`src/rtl/fifo_pop_ctrl_pkg.sv`:
```
// fifo_pop_ctrl_pkg
// Shared definitions for the FIFO consumer-side pop controller:
//   - controller state encoding (IDLE/STREAM/FLUSH/ERR)
//   - default word and counter widths
//   - skid buffer depth and the read-credit helper
package fifo_pop_ctrl_pkg;

  localparam int WORD_SIZE_DEF = 6;
  localparam int CNT_W_DEF     = 8;
  localparam int SKID_DEPTH    = 2;

  typedef enum logic [1:0] {
    ST_IDLE   = 2'd0,
    ST_STREAM = 2'd1,
    ST_FLUSH  = 2'd2,
    ST_ERR    = 2'd3
  } state_e;

  // A new pop is allowed only if every word already owed to the skid buffer
  // (buffered plus in flight) still leaves a free slot for the new one.
  function automatic logic has_credit(input logic [1:0] occ, input logic inflight);
    return ({1'b0, occ} + {2'b00, inflight}) < 3'(SKID_DEPTH);
  endfunction

endpackage

```
`src/rtl/fifo_pop_ctrl_if.sv`:
```
// fifo_pop_ctrl_if
// Bundles the FIFO read port and the downstream valid/ready stream seen by
// the pop controller.
//   fifo_data_out  FIFO read data (valid one cycle after fifo_rd)
//   fifo_empty     FIFO empty flag
//   almost_empty   FIFO occupancy at or below its empty threshold
//   fifo_error     FIFO overflow/underflow flag
//   fifo_rd        pop request to the FIFO
//   data_out       word presented downstream
//   valid_out      data_out holds a word
//   ready_in       downstream accepts a word this cycle
// Modports: master = pop controller, slave = FIFO + downstream side.
interface fifo_pop_ctrl_if import fifo_pop_ctrl_pkg::*; #(
  parameter int WORD_SIZE = WORD_SIZE_DEF
);
  logic [WORD_SIZE-1:0] fifo_data_out;
  logic                 fifo_empty;
  logic                 almost_empty;
  logic                 fifo_error;
  logic                 fifo_rd;
  logic [WORD_SIZE-1:0] data_out;
  logic                 valid_out;
  logic                 ready_in;

  modport master (
    input  fifo_data_out, fifo_empty, almost_empty, fifo_error, ready_in,
    output fifo_rd, data_out, valid_out
  );

  modport slave (
    output fifo_data_out, fifo_empty, almost_empty, fifo_error, ready_in,
    input  fifo_rd, data_out, valid_out
  );
endinterface

```
`src/rtl/fifo_pop_ctrl_skid_buf2.sv`:
```
// skid_buf2
// Two-entry in-order register queue. Entry 0 is always the head, so the
// output is a plain register with no path from i_pop.
//   clk, reset  clock, synchronous active-high reset
//   i_push      write i_din this cycle
//   i_din       data to write
//   i_pop       remove the head this cycle (ignored when empty)
//   o_dout      head entry
//   o_occ       number of stored entries (0..2)
module skid_buf2 import fifo_pop_ctrl_pkg::*; #(
  parameter int WIDTH = WORD_SIZE_DEF
) (
  input  logic             clk,
  input  logic             reset,
  input  logic             i_push,
  input  logic [WIDTH-1:0] i_din,
  input  logic             i_pop,
  output logic [WIDTH-1:0] o_dout,
  output logic [1:0]       o_occ
);

  logic [WIDTH-1:0] r_entry    [SKID_DEPTH];
  logic [WIDTH-1:0] w_shift_in [SKID_DEPTH];
  logic [1:0]       r_occ;
  logic [1:0]       w_wr_idx;
  logic             w_pop;
  logic             w_push;

  assign w_pop  = i_pop & (r_occ != 2'd0);
  // A push into a full queue is only legal when the head leaves the same cycle.
  assign w_push = i_push & (w_pop | (r_occ != 2'(SKID_DEPTH)));
  // On a simultaneous pop everything shifts down one slot, so the write lands
  // one position lower than the current occupancy.
  assign w_wr_idx = w_pop ? (r_occ - 2'd1) : r_occ;

  // Value each entry takes when the queue shifts toward the head.
  generate
    for (genvar gi = 0; gi < SKID_DEPTH; gi++) begin : g_shift
      if (gi < SKID_DEPTH - 1) begin : g_mid
        assign w_shift_in[gi] = r_entry[gi+1];
      end else begin : g_last
        assign w_shift_in[gi] = r_entry[gi];
      end
    end
  endgenerate

  always_ff @(posedge clk) begin
    if (reset) begin
      r_occ <= 2'd0;
      for (int i = 0; i < SKID_DEPTH; i++) begin
        r_entry[i] <= '0;
      end
    end else begin
      r_occ <= r_occ + {1'b0, w_push} - {1'b0, w_pop};
      for (int i = 0; i < SKID_DEPTH; i++) begin
        if (w_push && (w_wr_idx == 2'(i))) begin
          r_entry[i] <= i_din;
        end else if (w_pop) begin
          r_entry[i] <= w_shift_in[i];
        end
      end
    end
  end

  assign o_dout = r_entry[0];
  assign o_occ  = r_occ;

endmodule

```
`src/rtl/fifo_pop_ctrl.sv`:
```
// fifo_pop_ctrl
// Consumer-side controller for the FIFO memory block. Pops words with
// fifo_rd, lands them in a 2-entry skid buffer and hands them downstream
// over valid/ready without loss or duplication.
//   clk          single clock, posedge
//   reset        synchronous, active-high, priority over everything
//   bus          fifo_pop_ctrl_if.master (FIFO read side + downstream stream)
//   i_flush      level: drain the FIFO ignoring the almost_empty gate
//   o_pop_count  words delivered downstream since reset (wraps)
//   o_err_out    sticky error (FIFO error or pop while empty)
module fifo_pop_ctrl import fifo_pop_ctrl_pkg::*; #(
  parameter int WORD_SIZE = WORD_SIZE_DEF,
  parameter int CNT_W     = CNT_W_DEF
) (
  input  logic             clk,
  input  logic             reset,
  fifo_pop_ctrl_if.master  bus,
  input  logic             i_flush,
  output logic [CNT_W-1:0] o_pop_count,
  output logic             o_err_out
);

  state_e               r_state;
  state_e               w_state_next;
  logic                 r_inflight;
  logic                 r_err;
  logic [CNT_W-1:0]     r_pop_count;
  logic [1:0]           w_occ;
  logic [WORD_SIZE-1:0] w_head;
  logic                 w_credit;
  logic                 w_fifo_rd;
  logic                 w_pop_bad;
  logic                 w_xfer;

  assign w_credit = has_credit(w_occ, r_inflight);
  assign w_xfer   = (w_occ != 2'd0) & bus.ready_in;

  always_comb begin
    w_state_next = r_state;
    w_fifo_rd    = 1'b0;
    w_pop_bad    = 1'b0;
    case (r_state)
      ST_IDLE: begin
        if (i_flush && !bus.fifo_empty) begin
          w_state_next = ST_FLUSH;
        end else if (!bus.almost_empty && !bus.fifo_empty) begin
          w_state_next = ST_STREAM;
        end
      end
      ST_STREAM: begin
        // The state only updates on the next edge, so the threshold is also
        // applied here to stop at almost_empty instead of one word below it.
        w_fifo_rd = w_credit & !bus.fifo_empty & (!bus.almost_empty | i_flush);
        if (i_flush) begin
          w_state_next = ST_FLUSH;
        end else if (bus.almost_empty) begin
          w_state_next = ST_IDLE;
        end
      end
      ST_FLUSH: begin
        w_fifo_rd = w_credit & !bus.fifo_empty;
        if (bus.fifo_empty && !r_inflight && !i_flush) begin
          w_state_next = ST_IDLE;
        end
      end
      ST_ERR: begin
        w_fifo_rd = 1'b0;
      end
      default: begin
        w_state_next = ST_IDLE;
      end
    endcase
    // No pop may reach the FIFO while reset is held, whatever the state.
    if (reset) begin
      w_fifo_rd = 1'b0;
    end
    // Defensive: the gating above should make this unreachable.
    w_pop_bad = w_fifo_rd & bus.fifo_empty;
    if (bus.fifo_error || w_pop_bad) begin
      w_state_next = ST_ERR;
    end
  end

  always_ff @(posedge clk) begin
    if (reset) begin
      r_state     <= ST_IDLE;
      r_inflight  <= 1'b0;
      r_err       <= 1'b0;
      r_pop_count <= '0;
    end else begin
      r_state    <= w_state_next;
      r_inflight <= w_fifo_rd;
      if (bus.fifo_error || w_pop_bad) begin
        r_err <= 1'b1;
      end
      if (w_xfer) begin
        r_pop_count <= r_pop_count + CNT_W'(1);
      end
    end
  end

  // The word returned for last cycle's pop is always captured; the credit
  // rule guarantees a free slot for it even if ready_in dropped.
  skid_buf2 #(.WIDTH(WORD_SIZE)) u_skid (
    .clk    (clk),
    .reset  (reset),
    .i_push (r_inflight),
    .i_din  (bus.fifo_data_out),
    .i_pop  (w_xfer),
    .o_dout (w_head),
    .o_occ  (w_occ)
  );

  assign bus.fifo_rd   = w_fifo_rd;
  assign bus.data_out  = w_head;
  assign bus.valid_out = (w_occ != 2'd0);
  assign o_pop_count   = r_pop_count;
  assign o_err_out     = r_err;

endmodule

```
`src/flat_wrapper.sv`:
```
// flat-port wrapper written by rule: the top's interface ports become plain ports
module fifo_pop_ctrl_flat import fifo_pop_ctrl_pkg::*;
#(
  parameter int WORD_SIZE = WORD_SIZE_DEF,
  parameter int CNT_W     = CNT_W_DEF
)
  (clk, reset, i_flush, o_pop_count, o_err_out, bus_fifo_data_out, bus_fifo_empty, bus_almost_empty, bus_fifo_error, bus_ready_in, bus_fifo_rd, bus_data_out, bus_valid_out);
  fifo_pop_ctrl_if #(.WORD_SIZE(WORD_SIZE)) bus_i ();
  input  logic clk;
  input  logic reset;
  input  logic i_flush;
  output logic [CNT_W-1:0] o_pop_count;
  output logic o_err_out;
  input wire logic [$bits(bus_i.fifo_data_out)-1:0] bus_fifo_data_out;
  input wire logic [$bits(bus_i.fifo_empty)-1:0] bus_fifo_empty;
  input wire logic [$bits(bus_i.almost_empty)-1:0] bus_almost_empty;
  input wire logic [$bits(bus_i.fifo_error)-1:0] bus_fifo_error;
  input wire logic [$bits(bus_i.ready_in)-1:0] bus_ready_in;
  output wire logic [$bits(bus_i.fifo_rd)-1:0] bus_fifo_rd;
  output wire logic [$bits(bus_i.data_out)-1:0] bus_data_out;
  output wire logic [$bits(bus_i.valid_out)-1:0] bus_valid_out;
  assign bus_i.fifo_data_out = bus_fifo_data_out;
  assign bus_i.fifo_empty = bus_fifo_empty;
  assign bus_i.almost_empty = bus_almost_empty;
  assign bus_i.fifo_error = bus_fifo_error;
  assign bus_i.ready_in = bus_ready_in;
  assign bus_fifo_rd = bus_i.fifo_rd;
  assign bus_data_out = bus_i.data_out;
  assign bus_valid_out = bus_i.valid_out;
  fifo_pop_ctrl #(.WORD_SIZE(WORD_SIZE), .CNT_W(CNT_W)) u_core (.clk(clk), .reset(reset), .bus(bus_i), .i_flush(i_flush), .o_pop_count(o_pop_count), .o_err_out(o_err_out));
endmodule
```
`config.mk`:
```
export PLATFORM = sky130hd
export DESIGN_NAME = fifo_pop_ctrl_flat
export DESIGN_NICKNAME = d
export VERILOG_FILES = /design/src/rtl/fifo_pop_ctrl_pkg.sv /design/src/rtl/fifo_pop_ctrl_if.sv /design/src/rtl/fifo_pop_ctrl_skid_buf2.sv /design/src/rtl/fifo_pop_ctrl.sv /design/src/flat_wrapper.sv
export SDC_FILE = /design/constraint.sdc
export NUM_CORES = 1
export LEC_CHECK = 0
export CAP_MARGIN = 20
export CORE_AREA = 10 10 55 89
export DETAILED_ROUTE_END_ITERATION = 7
export DIE_AREA = 0 0 65 99
export PLACE_DENSITY_LB_ADDON = 0.15
export REMOVE_ABC_BUFFERS = 1
export SYNTH_ARGS = -nofsm -noshare
export SYNTH_HDL_FRONTEND = slang
export SYNTH_SLANG_ARGS = --single-unit
```
`constraint.sdc`:
```
create_clock -name clk -period 2.2 [get_ports clk]
set_input_delay 0.44 -clock clk [delete_from_list [all_inputs] [get_ports clk]]
set_output_delay 0.44 -clock clk [all_outputs]
set_load 0.005 [all_outputs]
```
Word-level counts from Yosys, hierarchy flattened --
Memory sizes are Yosys's and may differ from the RTL's. Index checks and enable logic that the tools add are counted. W data, S select, Z words.
Cells by class: add/subtract/negate cells 5, $lt $le $gt $ge 1, equal/unequal tests 7, muxes and demuxes 29, bitwise gates (word level) 12, reductions and logical operators 16
Operator list (count):
- $mux W6 | 4
- $mux W1 | 16
- $mux W2 | 7
- $add A8 B1 Y8 const B | 1
- $and A1 B1 Y1 | 6
- $logic_and A1 B1 Y1 | 6
- $or A1 B1 Y1 | 6
- $pmux W2 S3 | 1
- $eq A2 B1 Y1 const B | 2
- $logic_not A1 Y1 | 4
- $logic_not A2 Y1 | 2
- $ne A4 B1 Y1 const B | 1
- $ne A4 B3 Y1 const B | 1
- $reduce_and A4 Y1 | 1
- $reduce_bool A4 Y1 | 1
- $add A2 B1 Y3 | 1
- $lt A3 B2 Y1 const B | 1
- $ne A3 B1 Y1 const B | 1
- $add A2 B1 Y2 | 1
- $eq A2 B2 Y1 const B | 1
- $ne A2 B2 Y1 const B | 1
- $pmux W1 S2 | 1
- $reduce_bool A2 Y1 | 1
- $sub A2 B1 Y2 | 1
- other kinds (2) | 2
Storage, ports and cells: flip-flop bits (word level) 14, bits in writable memories 12, input port bits 13, output and inout bits 17, word-level logic and storage cells 76, memories 1
Memory list:
- u_core.u_skid.r_entry | depth 2, width 6, read ports 2, clocked after memory_dff 0, write ports 2, RTL line fifo_pop_ctrl_skid_buf2.sv:22 | logic [WIDTH-1:0] r_entry [SKID_DEPTH];

Logic depth before layout (Yosys ltp) --
depth in word-level cells 11, gate-level depth with buffers 9, depth with buffers taken out 9

By module --
Synthesis repeated with hierarchy kept, for this count alone.
Unflattened totals: cells, all modules 135, area, all modules 1356.3 um^2
Modules (own cells, without submodules):
- skid_buf2 | instances 1, cells an instance 60, area each 720.7 um^2, sequential area each 400.4 um^2
- fifo_pop_ctrl | instances 1, cells an instance 75, area each 635.6 um^2, sequential area each 240.2 um^2

Worst setup path before layout --
Ideal clock, no wire load.
path type flip-flop to flip-flop, from register u_core.u_skid.r_occ[0] (netlist: u_core.u_skid.o_occ[0]), to memory u_core.u_skid.r_entry[0][3] in the netlist's numbering, data pin, library setup time 0.262 ns, arrival time 1.730 ns, required time 1.938 ns, setup slack 0.208 ns, cell stages (with the launch flop) 7, buffers on the path 1, clock period less this slack 1.992 ns, cells stage by stage dfxtp_1 -> inv_1 -> ha_1 -> nand2b_1 -> a311o_1 -> clkbuf_1 -> mux2_1
RTL lines:
- start, declared | RTL line fifo_pop_ctrl_skid_buf2.sv:24 | logic [1:0] r_occ;
- start signal, assigned | RTL line fifo_pop_ctrl_skid_buf2.sv:54 | r_occ <= r_occ + {1'b0, w_push} - {1'b0, w_pop};
- end, declared | RTL line fifo_pop_ctrl_skid_buf2.sv:22

Worst setup path in the final report --
from input bus_fifo_empty, to output bus_fifo_rd
On the way: word-level cells in the longest chain between the ends 5
RTL lines:
- start, declared | RTL line flat_wrapper.sv:15 | input wire logic [$bits(bus_i.fifo_empty)-1:0] bus_fifo_empty;
- $logic_not A1 Y1 * | RTL line fifo_pop_ctrl.sv:53, fifo_pop_ctrl.sv:61
- $and A1 B1 Y1 * | RTL line fifo_pop_ctrl.sv:53, fifo_pop_ctrl.sv:61
- $and A1 B1 Y1 | RTL line fifo_pop_ctrl.sv:53 | w_fifo_rd = w_credit & !bus.fifo_empty & (!bus.almost_empty | i_flush);
- $pmux W1 S2 * | RTL line fifo_pop_ctrl.sv:42 | case (r_state)
- $mux W1 * | RTL line fifo_pop_ctrl.sv:74 | if (reset) begin
- end, declared | RTL line flat_wrapper.sv:19 | output wire logic [$bits(bus_i.fifo_rd)-1:0] bus_fifo_rd;
Mark *: on every way between the ends. The rest lies on a longest branch, timed or not.

==> metrics.yaml <==
outcome:
  status: "complete, no violations"
power:
  power_frac_clock: 0.223
  fin_total_pwr_mw: 1.563
  comb_power_share: 0.358
  swShare: 0.2957
  p_leak_nw: 0.7576
  pwr-share-seq: 0.419
  power_switching_uw: 462.0
  peakVddDrop_uv: 548.6
  power.density_nw_per_um2: 870.9
  intPower_mw: 1.101
clock_network:
  cts_setup_buffers: 0
  cts_tree: "done"
  path_clk_slew_ns: 0.09
  cts_sinks: 26
  clockBufferDepth: 2
  hold_buffers: 0
  cts_root_buffer: "clkbuf_8"
  numCtsBuffers: 3
  cts_resized: 2
  htreeDepth: 1
  clock_latency_ns: 0.27
setup_path:
  worst-endpoint-arrival_ns: 1.70
  critical_path_class: "input pin to output port"
  cp_max_fo: 2
  crit_required_ns: 1.76
  cp-end-kind: "output port"
  critPathLaunchType: "input pin"
route:
  via_per_inst: 4.920
  vias: 1043
  routed_wl_mm: 2.976
  ant_nets: 0
  drt_pass1_iterations: 5
  drt_iter0_markers: 15
  drc: 0
  wl_per_cell_microns: 14.04
global_route:
  grt_util_all_layers: 0.09274
  grt.overflow.total: 0
  antenna_found_initial: 0
  grt_pass1_wl_mm: 4.885
  grt_pass1_vias: 1088
  grt_start_max_net_pins: 20
timing:
  setup_viol: 0
  hold_violations: 0
  slew_headroom: 0.6444
  slew_violations: 0
  min_period_ns: 2.144
  layout_setup_ws_ns: 0.05648
  fin_crit_sh: 0.9743
  rsz0062_at_grt: "no"
  skew_ns: 0.003661
  worst_pin_slew_ns: 0.5299
  fmax_mhz: 466.5
logic_synthesis:
  ys_top_cells_by_area: "edfxtp_1, dfxtp_1, ha_1"
  synthXorXnorAreaFrac: 0.05390
  synth-adder-area-share: 0.06737
  synth_top_family_by_area: "simple AND/OR/NAND/NOR gates"
  yosysSeqAreaShare: 0.4928
  syn-cell-area_sq_um: 1300
  yosys-mux-area-fraction: 0.05486
  synth_warnings: 0
  syn_inst: 128
  ys_seq_elements: 26
  synth_compound_gate_area_share: 0.09240
  synth_simple_gate_area_frac: 0.2002
  yosys.area.top_type: "edfxtp_1"
  synthDistinctLibCells: 36
  synth_top_area_share: 0.2772
  syn_avg_cell_area_sq_um: 10.16
finish:
  drive_above_1_share: 0.1138
  num_antenna_cells: 0
  fin_nets: 188
  fillers: 327
  seq_area_sq_um: 643.1
  area_growth_pct: 38.02
  multi_input_area_sq_um: 626.9
  final_area_sq_um: 1794
placed_design:
  dp_hpwl_mm: 2.341
  io_buffer_count: 29
  place_congestion: 0.7485
  place_area_sq_um: 1709
  pre_cts_slack_ns: -0.3615
floorplan:
  core_area_sq_um: 3398
  ios: 30
  die_w_microns: 65
  rows: 28
  fp.dieH_microns: 99
  initial_core_util: 0.3825
  dieArea_sq_um: 6435
hold_path:
  hp-class: "flop to flop"
job:
  max_cap_violations: 0
[layer usage]
| layer | wire length (microns) | track usage | share of wire |
|---|---|---|---|
| met1 | 1157 | 0.09182 | 0.39 |
| met4 | 97 | 0.05298 | 0.033 |
| met5 | 0 | 0 | 0 |
| met3 | 176 | 0.02721 | 0.059 |
| met2 | 1544 | 0.1646 | 0.52 |
[worst max-delay path, stage by stage]
cell,delay [ns]
clkdlybuf4s50_1,0.42
a211o_1,0.28
nor4b_4,0.29
dlygate4sd2_1,0.27
[cells in the mapped netlist, drive strengths merged]
master and number:
a211o 1, a211oi 1, a21o 2, a21oi 6
a311o 1, a31oi 1, and2 6, and3 2
and4bb 1, buf 3, clkbuf 2, dfxtp 14
edfxtp 12, ha 7, inv 8, mux2 1
mux2i 6, nand2 5, nand2b 1, nand3 1
nand3b 1, nand4 4, nor2 18, nor2b 2
nor3b 2, nor4b 2, o21ai 5, o31a 1
o41ai 1, or3 1, or3b 1, or4 1
xnor2 1, xor2 7
[stage by stage]
step | cells | TNS [ns] | util | hold slack (ns)
2_1_floorplan | 123 | 0 | - | 0.4601
3_3_place_gp | 208 | -0.3193 | 0.5029 | 0.4574
3_5_place_dp | 208 | -0.3615 | 0.5029 | 0.4635
4_1_cts | 212 | 0 | 0.5239 | 0.4909
5_1_grt | 212 | 0 | 0.5280 | 0.5405
6_report | 212 | 0 | 0.5280 | 0.4830
[layout by cell type (no fill, tap or decap), types with 2 or more instances in the layout]
| cell | instances |
|---|---|
| clkdlybuf4s50_1 | 28 |
| nor2_1 | 18 |
| dfxtp_1 | 12 |
| edfxtp_1 | 12 |
| buf_4 | 11 |
| inv_1 | 8 |
| xor2_1 | 7 |
| ha_1 | 7 |
| a21oi_1 | 6 |
| mux2i_1 | 6 |
| and2_1 | 6 |
| nand2_1 | 5 |
| nand4_1 | 4 |
| o21ai_0 | 3 |
| clkbuf_8 | 3 |
| o21ai_1 | 2 |
| nor2b_1 | 2 |
| a21o_1 | 2 |
| nor3b_1 | 2 |
| and3_1 | 2 |
| dfxtp_2 | 2 |
[cell type report]
cell class | count | area share
clock buffer | 4 | 0.03696
sequential | 26 | 0.3584
timing repair buffer | 40 | 0.2071
multi-input combinational | 89 | 0.3494
tap | 45 | 0.03138
inverter | 8 | 0.01674
[power by group through the flow]
| stage | clock, mW | combinational [mW] | sequential [mW] |
|---|---|---|---|
| CTS | 0.358 | 0.556 | 0.651 |
| detailed placement | 0 | 0.546 | 0.663 |
| floorplan | 0 | 0.279 | 0.656 |
| global route | 0.371 | 0.632 | 0.665 |
| finish | 0.349 | 0.559 | 0.655 |
| global placement | 0 | 0.534 | 0.660 |
[flip-flops by register name, summed over array words and instances, names as in the netlist]
signal,flops
u_core.r_state,2
u_core.r_inflight,1
u_core.u_skid.r_entry,12
u_core.u_skid.o_occ,2
u_core.o_err_out,1
u_core.o_pop_count,8
[kinds of logic after synthesis]
| family | count (synthesis) |
|---|---|
| AOI/OAI and AO/OA | 19 |
| xor gates and xnor gates | 8 |
| adders and majority gates | 7 |
| buffers and inverters | 13 |
| DFF | 26 |
| muxes | 7 |
| and+or+nand+nor | 48 |
[final timing paths]
check | from | endpoint | slack [ns] | cells after the start
max | bus_fifo_empty | bus_fifo_rd | 0.06 | 4
min | u_core.o_err_out$_SDFFE_PP0P_ | u_core.o_err_out$_SDFFE_PP0P_ | 0.48 | 2
max reg2reg | u_core.u_skid.o_occ[0]$_SDFF_PP0_ | u_core.u_skid.r_entry[0][2]$_SDFFCE_PN0P_ | 0.21 | 7
min reg2reg | u_core.o_err_out$_SDFFE_PP0P_ | u_core.o_err_out$_SDFFE_PP0P_ | 0.48 | 2
No activity file was read; power rests on OpenSTA's default activity.
